--- src/rtl/xif_core_offload_pkg.sv ---
// Shared types and constants for the CORE-V-XIF core-side offload agent.
// The LFSR constants are only used when XIF_RESULT_BP_EN is defined.
package pa_rvfpm;

    typedef enum logic [1:0] {
        IDLE   = 2'd0,
        ISSUE  = 2'd1,
        COMMIT = 2'd2
    } xif_core_state_t;

    // Fibonacci LFSR x^8+x^6+x^5+x^4+1, shifting toward the MSB
    localparam logic [7:0] XIF_LFSR_SEED = 8'hA5;
    localparam logic [7:0] XIF_LFSR_TAPS = 8'b1011_1000;

endpackage

--- src/rtl/xif_core_offload_id_tracker.sv ---
// Instruction ID allocation and outstanding-result bookkeeping for xif_core_offload.
// Counts outstanding IDs and flags results whose ID is not outstanding.
module xif_id_tracker #(
    parameter int X_ID_WIDTH = 4
) (
    input  logic                  ck,
    input  logic                  rst_n,
    input  logic                  i_issue_fire,
    input  logic                  i_set_en,
    input  logic                  i_res_fire,
    input  logic [X_ID_WIDTH-1:0] i_res_id,
    output logic [X_ID_WIDTH-1:0] o_next_id,
    output logic                  o_next_busy,
    output logic                  o_res_hit,
    output logic                  o_err,
    output logic [X_ID_WIDTH:0]   o_cnt
);

    localparam int N_IDS = 1 << X_ID_WIDTH;

    logic [X_ID_WIDTH-1:0] r_next_id;
    logic [N_IDS-1:0]      r_map;
    logic                  r_err;
    logic [X_ID_WIDTH:0]   r_cnt;

    logic [N_IDS-1:0]      w_map_nxt;
    logic [X_ID_WIDTH:0]   w_cnt_nxt;

    // The ID being issued is always r_next_id: it only advances on the issue handshake.
    always_comb begin
        w_map_nxt = r_map;
        if (i_res_fire && r_map[i_res_id])
            w_map_nxt[i_res_id] = 1'b0;
        if (i_set_en)
            w_map_nxt[r_next_id] = 1'b1;
    end

    always_comb begin
        w_cnt_nxt = '0;
        for (int i = 0; i < N_IDS; i++)
            w_cnt_nxt = w_cnt_nxt + {{X_ID_WIDTH{1'b0}}, w_map_nxt[i]};
    end

    always_ff @(posedge ck or negedge rst_n) begin
        if (!rst_n) begin
            r_next_id <= '0;
            r_map     <= '0;
            r_err     <= 1'b0;
            r_cnt     <= '0;
        end else begin
            r_map <= w_map_nxt;
            r_cnt <= w_cnt_nxt;
            if (i_issue_fire)
                r_next_id <= r_next_id + 1'b1;
            if (i_res_fire && !r_map[i_res_id])
                r_err <= 1'b1;
        end
    end

    assign o_next_id   = r_next_id;
    assign o_next_busy = r_map[r_next_id];
    assign o_res_hit   = r_map[i_res_id];
    assign o_err       = r_err;
    assign o_cnt       = r_cnt;

endmodule

--- src/rtl/xif_core_offload.sv ---
// Core-side CORE-V-XIF agent: issues, commits and retires offloaded instructions.
// Optional macro XIF_RESULT_BP_EN: pseudo-random result backpressure from an LFSR.
//
// state  | meaning
// IDLE   | waiting for a source instruction whose ID slot is free
// ISSUE  | issue_valid held with stable fields until issue_ready
// COMMIT | one-cycle commit (kill if killed or rejected)
module xif_core_offload
    import pa_rvfpm::*;
#(
    parameter int XLEN       = 32,
    parameter int X_NUM_RS   = 3,
    parameter int X_ID_WIDTH = 4
) (
    input  logic                       ck,
    input  logic                       rst_n,
    input  logic                       instr_valid,
    output logic                       instr_ready,
    input  logic [31:0]                instr,
    input  logic [X_NUM_RS*XLEN-1:0]   instr_rs,
    input  logic                       instr_kill,
    output logic                       issue_valid,
    input  logic                       issue_ready,
    output logic [31:0]                issue_instr,
    output logic [X_ID_WIDTH-1:0]      issue_id,
    output logic [X_NUM_RS*XLEN-1:0]   issue_rs,
    output logic [X_NUM_RS-1:0]        issue_rs_valid,
    input  logic                       issue_accept,
    input  logic                       issue_writeback,
    output logic                       commit_valid,
    output logic [X_ID_WIDTH-1:0]      commit_id,
    output logic                       commit_kill,
    input  logic                       result_valid,
    output logic                       result_ready,
    input  logic [X_ID_WIDTH-1:0]      result_id,
    input  logic [XLEN-1:0]            result_data,
    input  logic [4:0]                 result_rd,
    input  logic                       result_we,
    output logic                       wb_valid,
    output logic [4:0]                 wb_rd,
    output logic [XLEN-1:0]            wb_data,
    output logic                       rejected,
    output logic                       err_unexpected_id,
    output logic [X_ID_WIDTH:0]        outstanding_cnt
);

    xif_core_state_t           r_state;
    logic                      r_run;
    logic [31:0]               r_instr;
    logic [X_NUM_RS*XLEN-1:0]  r_rs;
    logic                      r_kill;
    logic [X_ID_WIDTH-1:0]     r_id;
    logic                      r_issue_valid;
    logic                      r_commit_valid;
    logic                      r_commit_kill;
    logic                      r_rejected;
    logic                      r_wb_valid;
    logic [4:0]                r_wb_rd;
    logic [XLEN-1:0]           r_wb_data;

    logic                      w_instr_fire;
    logic                      w_issue_fire;
    logic                      w_set_en;
    logic                      w_res_fire;
    logic                      w_res_hit;
    logic                      w_next_busy;
    logic [X_ID_WIDTH-1:0]     w_next_id;
    logic                      w_result_ready;

    assign instr_ready  = r_run && (r_state == IDLE) && !w_next_busy;
    assign w_instr_fire = instr_valid && instr_ready;
    assign w_issue_fire = r_issue_valid && issue_ready;
    assign w_set_en     = w_issue_fire && issue_accept && issue_writeback && !r_kill;
    assign w_res_fire   = result_valid && w_result_ready;

`ifdef XIF_RESULT_BP_EN
    logic [7:0] r_lfsr;

    always_ff @(posedge ck or negedge rst_n) begin
        if (!rst_n)
            r_lfsr <= XIF_LFSR_SEED;
        else
            r_lfsr <= {r_lfsr[6:0], ^(r_lfsr & XIF_LFSR_TAPS)};
    end

    // Gated by r_run so result_ready is still low while in reset
    assign w_result_ready = r_run && r_lfsr[0];
`else
    assign w_result_ready = r_run;
`endif

    xif_id_tracker #(
        .X_ID_WIDTH (X_ID_WIDTH)
    ) u_id_tracker (
        .ck           (ck),
        .rst_n        (rst_n),
        .i_issue_fire (w_issue_fire),
        .i_set_en     (w_set_en),
        .i_res_fire   (w_res_fire),
        .i_res_id     (result_id),
        .o_next_id    (w_next_id),
        .o_next_busy  (w_next_busy),
        .o_res_hit    (w_res_hit),
        .o_err        (err_unexpected_id),
        .o_cnt        (outstanding_cnt)
    );

    always_ff @(posedge ck or negedge rst_n) begin
        if (!rst_n) begin
            r_state        <= IDLE;
            r_run          <= 1'b0;
            r_instr        <= '0;
            r_rs           <= '0;
            r_kill         <= 1'b0;
            r_id           <= '0;
            r_issue_valid  <= 1'b0;
            r_commit_valid <= 1'b0;
            r_commit_kill  <= 1'b0;
            r_rejected     <= 1'b0;
            r_wb_valid     <= 1'b0;
            r_wb_rd        <= '0;
            r_wb_data      <= '0;
        end else begin
            r_run          <= 1'b1;
            r_commit_valid <= 1'b0;
            r_rejected     <= 1'b0;
            r_wb_valid     <= w_res_fire && w_res_hit && result_we;
            if (w_res_fire && w_res_hit && result_we) begin
                r_wb_rd   <= result_rd;
                r_wb_data <= result_data;
            end
            case (r_state)
                IDLE: begin
                    if (w_instr_fire) begin
                        r_instr       <= instr;
                        r_rs          <= instr_rs;
                        r_kill        <= instr_kill;
                        r_id          <= w_next_id;
                        r_issue_valid <= 1'b1;
                        r_state       <= ISSUE;
                    end
                end
                ISSUE: begin
                    if (w_issue_fire) begin
                        r_issue_valid  <= 1'b0;
                        r_commit_valid <= 1'b1;
                        // A rejected issue is still committed, as a kill
                        r_commit_kill  <= r_kill || !issue_accept;
                        r_rejected     <= !issue_accept;
                        r_state        <= COMMIT;
                    end
                end
                COMMIT: begin
                    r_state <= IDLE;
                end
                default: begin
                    r_state <= IDLE;
                end
            endcase
        end
    end

    assign issue_valid    = r_issue_valid;
    assign issue_instr    = r_instr;
    assign issue_id       = r_id;
    assign issue_rs       = r_rs;
    assign issue_rs_valid = {X_NUM_RS{r_issue_valid}};
    assign commit_valid   = r_commit_valid;
    assign commit_id      = r_id;
    assign commit_kill    = r_commit_kill;
    assign result_ready   = w_result_ready;
    assign wb_valid       = r_wb_valid;
    assign wb_rd          = r_wb_rd;
    assign wb_data        = r_wb_data;
    assign rejected       = r_rejected;

endmodule
--- config.mk ---
export PLATFORM = sky130hd
export DESIGN_NAME = xif_core_offload
export DESIGN_NICKNAME = d
export VERILOG_FILES = /design/src/rtl/xif_core_offload_pkg.sv /design/src/rtl/xif_core_offload_id_tracker.sv /design/src/rtl/xif_core_offload.sv
export SDC_FILE = /design/constraint.sdc
export NUM_CORES = 1
export LEC_CHECK = 0
export BUFFER_PORTS_ARGS = -buffer_cell sky130_fd_sc_hd__buf_2
export CAP_MARGIN = 5
export CORE_MARGIN = 10
export CORE_UTILIZATION = 43
export DETAILED_ROUTE_END_ITERATION = 10
export PLACE_DENSITY = 0.83
export SKIP_CTS_REPAIR_TIMING = 1
export SYNTH_ARGS = -nofsm -noshare
export SYNTH_HDL_FRONTEND = slang
export SYNTH_SLANG_ARGS = --single-unit
--- constraint.sdc ---
create_clock -name ck -period 5.3 [get_ports ck]
set_input_delay 0.795 -clock ck [delete_from_list [all_inputs] [get_ports ck]]
set_output_delay 0.795 -clock ck [all_outputs]
set_load 0.01 [all_outputs]
Yosys cells after proc, flatten, opt, wreduce, memory -nomap -nowiden
Cells that the tools add are included.

word-level totals
  bits in registers = 204
  input port bits = 178
  output and inout port bits = 189
  logic and storage cells = 87

cells by class
  add/subtract/negate cells = 16
  magnitude comparators = 4
  equality and inequality tests = 3
  mux-type cells = 20
  bitwise logic cells = 3
  reduce and logical (&&, ||, !) cells = 24

operators by type and width
  kind                                                  number
  adder 5 x 1 -> 5 bit                                  14
  two-way mux 16 bit                                    2
  AND 16 bit                                            1
  NOT 16 bit                                            1
  bitwise OR 16 bit                                     1
  logical AND 1 bit                                     13
  < comparator 4 x 5 -> 1 bit (second input constant)   2
  two-way mux 1 bit                                     10
  binary-select mux 1 bit (select 4 bit)                2
  demux 1 bit (select 4 bit)                            2
  >= comparator 4 x 1 -> 1 bit (second input constant)  2
  AND reduction 2 bit                                   3
  adder 4 x 1 -> 4 bit (second input constant)          1
  logical NOT 1 bit                                     4
  two-way mux 2 bit                                     2
  != test 2 bit (second input constant)                 2
  case mux 2 bit (2 select lines)                       1
  AND reduction 3 bit                                   1
  adder 1 x 1 -> 2 bit                                  1
  == test 2 x 1 -> 1 bit (second input constant)        1
  logical NOT 2 bit                                     1
  case mux 1 bit (2 select lines)                       1
  nonzero test 2 bit                                    1
  logical OR 1 bit                                      1

Logic depth before layout (Yosys ltp)
  depth in word-level cells = 24
  mapped depth = 19
  gate-level depth less buffers = 18

By module
Synthesis repeated with hierarchy kept, for this count alone.

unflattened totals
  cells, all modules = 558
  area total of the unflattened synthesis = 8,768.4 sq um

modules (own cells, without submodules)
  module            times used  cells each  area an instance (sq um)  seq. area each (sq um)
  xif_core_offload  1           393         6,844.1                   4,454.3
  xif_id_tracker    1           165         1,924.3                   650.6

Worst setup path after synthesis
Ideal clock, no wire load.

  path type = input-to-reg
  start point = input port issue_ready
  end point = register u_id_tracker.r_cnt[4] (netlist: u_id_tracker.o_cnt[4])
  setup time = 0.064 ns
  arrival time = 5.322 ns
  data required time = 5.236 ns
  setup slack = -0.087 ns
  stages on the path = 18
  buffers on the path = 1
  cell sequence = and2_1 > clkbuf_1 > nand3_1 > nor3_1 > a22o_1 > a21o_1 > ha_1 > fa_1 > fa_1 > inv_1 > fa_1 > inv_1 > fa_1 > inv_1 > fa_1 > fa_1 > nor2b_1 > o21a_1

between the ends
  cells in the longest elaborated chain, start to end = 20

ends and longest elaborated chain
  what                                RTL line                           text
  start: declaration                  xif_core_offload.sv:23             input logic issue_ready,
  logical AND 1 bit                   xif_core_offload.sv:72             assign w_issue_fire = r_issue_valid && issue_ready;
  logical AND 1 bit (3 in a row)      xif_core_offload.sv:73             assign w_set_en = w_issue_fire && issue_accept && issue_writeback && !r_kill;
  two-way mux 16 bit                  xif_core_offload_id_tracker.sv:34  if (i_set_en)
  net u_id_tracker.w_map_nxt[0]       xif_core_offload_id_tracker.sv:26  logic [N_IDS-1:0] w_map_nxt;
  adder 1 x 1 -> 2 bit                xif_core_offload_id_tracker.sv:41  w_cnt_nxt = w_cnt_nxt + {{X_ID_WIDTH{1'b0}}, w_map_nxt[i]};
  adder 5 x 1 -> 5 bit (14 in a row)  xif_core_offload_id_tracker.sv:41
  net u_id_tracker.w_cnt_nxt[4]       xif_core_offload_id_tracker.sv:27  logic [X_ID_WIDTH:0] w_cnt_nxt;
  end signal: assignment              xif_core_offload_id_tracker.sv:52  r_cnt <= w_cnt_nxt;
  end: declaration                    xif_core_offload_id_tracker.sv:24  logic [X_ID_WIDTH:0] r_cnt;

The timed path passes the listed nets, and every way through them passes these cells.
A chain may end at the register's enable or synchronous reset.

Final worst setup path
  start point = input port result_id[0]
  end point = register u_id_tracker.r_cnt[4] (netlist: u_id_tracker.o_cnt[4])

between the ends
  cells in the longest elaborated chain, start to end = 24
  elaborated cells between the ends (all ways) = 28
  classes of those cells = add/sub: 15; order compare: 2; mux: 6; bitwise: 3; reduce/logical: 2

ends and longest elaborated chain
  what                                                                                               RTL line                           text
  start: declaration                                                                                 xif_core_offload.sv:35             input logic [X_ID_WIDTH-1:0] result_id,
  < comparator 4 x 5 -> 1 bit (not written as such) or >= comparator 4 x 1 -> 1 bit (tied branches)  xif_core_offload_id_tracker.sv:33  w_map_nxt[i_res_id] = 1'b0;
  logical AND 1 bit (not written as such)                                                            xif_core_offload_id_tracker.sv:33
  two-way mux 1 bit (not written as such)                                                            xif_core_offload_id_tracker.sv:33
  demux 1 bit (select 4 bit)                                                                         n/a
  NOT 16 bit (no source line)                                                                        n/a
  AND 16 bit (no source line)                                                                        n/a
  two-way mux 16 bit (*)                                                                             xif_core_offload_id_tracker.sv:32  if (i_res_fire && r_map[i_res_id])
  bitwise OR 16 bit (no source line)                                                                 n/a
  two-way mux 16 bit (*)                                                                             xif_core_offload_id_tracker.sv:34
  net u_id_tracker.w_map_nxt[0]                                                                      xif_core_offload_id_tracker.sv:26
  adder 1 x 1 -> 2 bit (*)                                                                           xif_core_offload_id_tracker.sv:41
  adder 5 x 1 -> 5 bit (*) (14 in a row)                                                             xif_core_offload_id_tracker.sv:41
  net u_id_tracker.w_cnt_nxt[4]                                                                      xif_core_offload_id_tracker.sv:27

Mark *: on every way through the listed nets, which the timed path passes. The rest lies on a longest branch. The select of a mux whose other input is x is not followed.

==> results_dict.tcl <==
set metrics [dict create \
    hold_viol 0 \
    core_area_mm2 0.0201 \
    dp.cells 1185 \
    dp_hpwl_um 18500 \
    netlist_area_mm2 0.00871 \
    worst-path-max-fanout 7 \
    finClkSkew_ps 18.0 \
    viasPerCell 4.88 \
    vias 5993 \
    drcViolationCount 0 \
    die_h_um 162 \
    cts_made_buffers 23 \
    relSlewSlack 0.359 \
    clock_sinks 204 \
    crit_chain "buf_2, mux2_2, o22ai_1, and4bb_1, nand2b_1, a21o_1, ha_1, fa_1, fa_1, inv_1, fa_1, inv_1, fa_1, inv_1, fa_2, fa_2, nor2b_1, o21a_1" \
    synth_area_leaders "dfrtp_1, mux2_2, mux2_4" \
    period_share 0.960 \
    grt_pass1_wl_um 37200 \
    final_nets 1137 \
    cts-root-buf "clkbuf_16" \
    drv_slew 0 \
    powerDensity_mw_per_mm2 323 \
    syn_inst 554 \
    max_stage_delay_ps 530 \
    max-vdd-ir-drop_uv 239 \
    fin_ws_ps 209 \
    start_util 0.433 \
    critPathCaptureType "flop" \
    synth_nets 751 \
    yosys_warnings 0 \
    min_path_type "primary input to asynchronous set/reset pin" \
    die-area_mm2 0.0264 \
    layout-drive-gt1-share 0.648 \
    finalNonFillerCells 1228 \
    wl_per_cell_um 19.7 \
    clockBufferDepth 3 \
    setup_tns_ps 0 \
    crit_family "adder cells" \
    async_flop_share 1.00 \
    grt_start_max_net_pins 110 \
    grt_pass1_vias 6455 \
    ant_nets 0 \
    drt_iter0_drc 422 \
    dp_slack_ps -283 \
    critPathLaunchType "primary input" \
    path_clk_slew_ps 60 \
    die_w_um 162 \
    first_pass_iters 4 \
    maxClockFrequency_ghz 0.196 \
    overflow 0 \
    mostFrequentLayoutCells "buf_2, dfrtp_1, mux2_2" \
    worstMarginPinSlew_ps 962 \
    clk_latency_ps 510 \
    cp.arrival_ps 5540 \
    path_buf_inv 4 \
    nFillCells 1559 \
    antenna_found_initial 1 \
    regArea_mm2 0.00510 \
    syn_avg_cell_area_um2 15.7 \
    place.gp.congestion 0.881 \
    synth_flop_cell "dfrtp_1" \
    yosysSeqAreaShare 0.586 \
    synth.distinct_cells 41 \
    area_growth_pct 33.7 \
    power.leakage_nw 6.54 \
    cap_violations 0 \
    synth_edf_count 0 \
    synth_top_area_share 0.586 \
    rsz0062_at_grt "no" \
    multi_input_area_mm2 0.00324 \
    finalSetupViolCount 0 \
    core.rowCount 52 \
    cts_max_level 1 \
    path_common_cell "fa_1" \
    wl_um 24200 \
    ys_ff_latch 204 \
    placed_area_mm2 0.0108 \
    cts_tree "yes" \
    track_usage 0.175 \
    synth_top_cell_by_area "dfrtp_1" \
    status "completed" \
    cpMaxStageDelayCell "fa_1" \
    pin_count 367 \
    design_area_mm2 0.0117 \
    final_common_cell "buf_2" \
    portBuffers 366 \
    critical_path_class "primary input to flop" \
    layout_min_cycle_time_ps 5090 \
    cp_data_required_time_ps 5750 \
]
[layer usage]
layer	part of all wire	global-route usage	vias up	wire (µm)
met5	0	0	-	0
met2	0.50	0.300	277	12200
li1	-	-	2715	-
met4	0.024	0.0525	0	575
met3	0.091	0.0541	46	2200
met1	0.38	0.205	2955	9250
[stage by stage]
| step | utilization | power, mW | hold slack [ps] |
|---|---|---|---|
| 2_1_floorplan | - | 1.85 | 481 |
| 3_3_place_gp | 0.538 | 2.07 | 441 |
| 3_5_place_dp | 0.538 | 2.08 | 442 |
| 4_1_cts | 0.579 | 3.80 | 382 |
| 5_1_grt | 0.579 | 3.91 | 390 |
| 6_report | 0.580 | 3.76 | 317 |
[cell usage after synthesis, types with 2 or more instances]
cell type / number
nor3_1: 2
mux2_4: 48
nand2b_1: 7
buf_12: 6
mux2_2: 128
dfrtp_1: 204
xnor2_1: 5
ha_1: 9
mux4_2: 3
nor2b_1: 3
buf_4: 15
mux2i_1: 5
a21o_1: 9
a22oi_1: 2
nand2_1: 14
a21oi_1: 4
and2_1: 4
o21ai_0: 2
clkbuf_1: 2
nor2_1: 7
a22o_1: 15
or2_2: 2
fa_1: 10
nand3_1: 5
inv_1: 17
o22ai_1: 2
o21a_1: 2
buf_6: 5
buf_2: 5
[cells by family (layout without fill, tap and decap cells)]
logic type	Yosys count	after routing	synth area share
and+or+nand+nor	50	50	0.0300
other	1	2	0.000430
adders and majority gates	19	19	0.0359
buffers and inverters	50	453	0.0442
xor gates and xnor gates	5	5	0.00503
DFF	204	204	0.586
AOI/OAI and AO/OA	41	41	0.0368
muxes	184	184	0.262
[final timing paths]
check | endpoint | start | cells after the start | slack, ps
max | u_id_tracker.o_cnt[4] | result_id[0] | 18 | 210
max in group asynchronous | issue_rs[27] | rst_n | 2 | 3900
max reg2reg | u_id_tracker.o_cnt[4] | u_id_tracker.r_map[3] | 17 | 290
min in group ck | rejected | issue_accept | 2 | 450
min | issue_rs[38] | rst_n | 1 | 320
min reg2reg | u_id_tracker.o_err | u_id_tracker.o_err | 1 | 460
[worst reg2reg max path: stages (launching register included)]
cell	delay, ps
dfrtp_1	440
mux2_2	300
o22ai_1	200
and4bb_1	270
nand2b_1	130
a21o_1	160
ha_1	250
fa_1	460
fa_1	520
inv_1	60
fa_1	530
inv_1	50
fa_1	500
inv_1	60
fa_2	400
fa_2	370
nor2b_1	120
o21a_1	120
[sequential cells by signal, summed over array words and instances (netlist names), 2 cells and up]
name / cells
commit_id: 4
r_state: 2
u_id_tracker.r_map: 16
wb_data: 32
u_id_tracker.o_cnt: 5
wb_rd: 5
u_id_tracker.o_next_id: 4
issue_rs: 96
issue_instr: 32
[area by class of cell]
type / instances / share of cell area
Tap cell: 270 / 0.0290
Clock inverter: 10 / 0.0140
Inverter: 17 / 0.00548
Clock buffer: 32 / 0.0574
Multi-Input combinational cell: 300 / 0.278
Timing Repair Buffer: 394 / 0.178
Sequential cell: 204 / 0.438
Antenna cell: 1 / 0.000215
[power by group]
| group | switching [mW] | total (mW) | internal [mW] |
|---|---|---|---|
| Clock | 0.636 | 1.71 | 1.08 |
| Sequential | 0.0408 | 1.69 | 1.65 |
| Combinational | 0.177 | 0.361 | 0.184 |
Power figures use the tool's default switching activity.
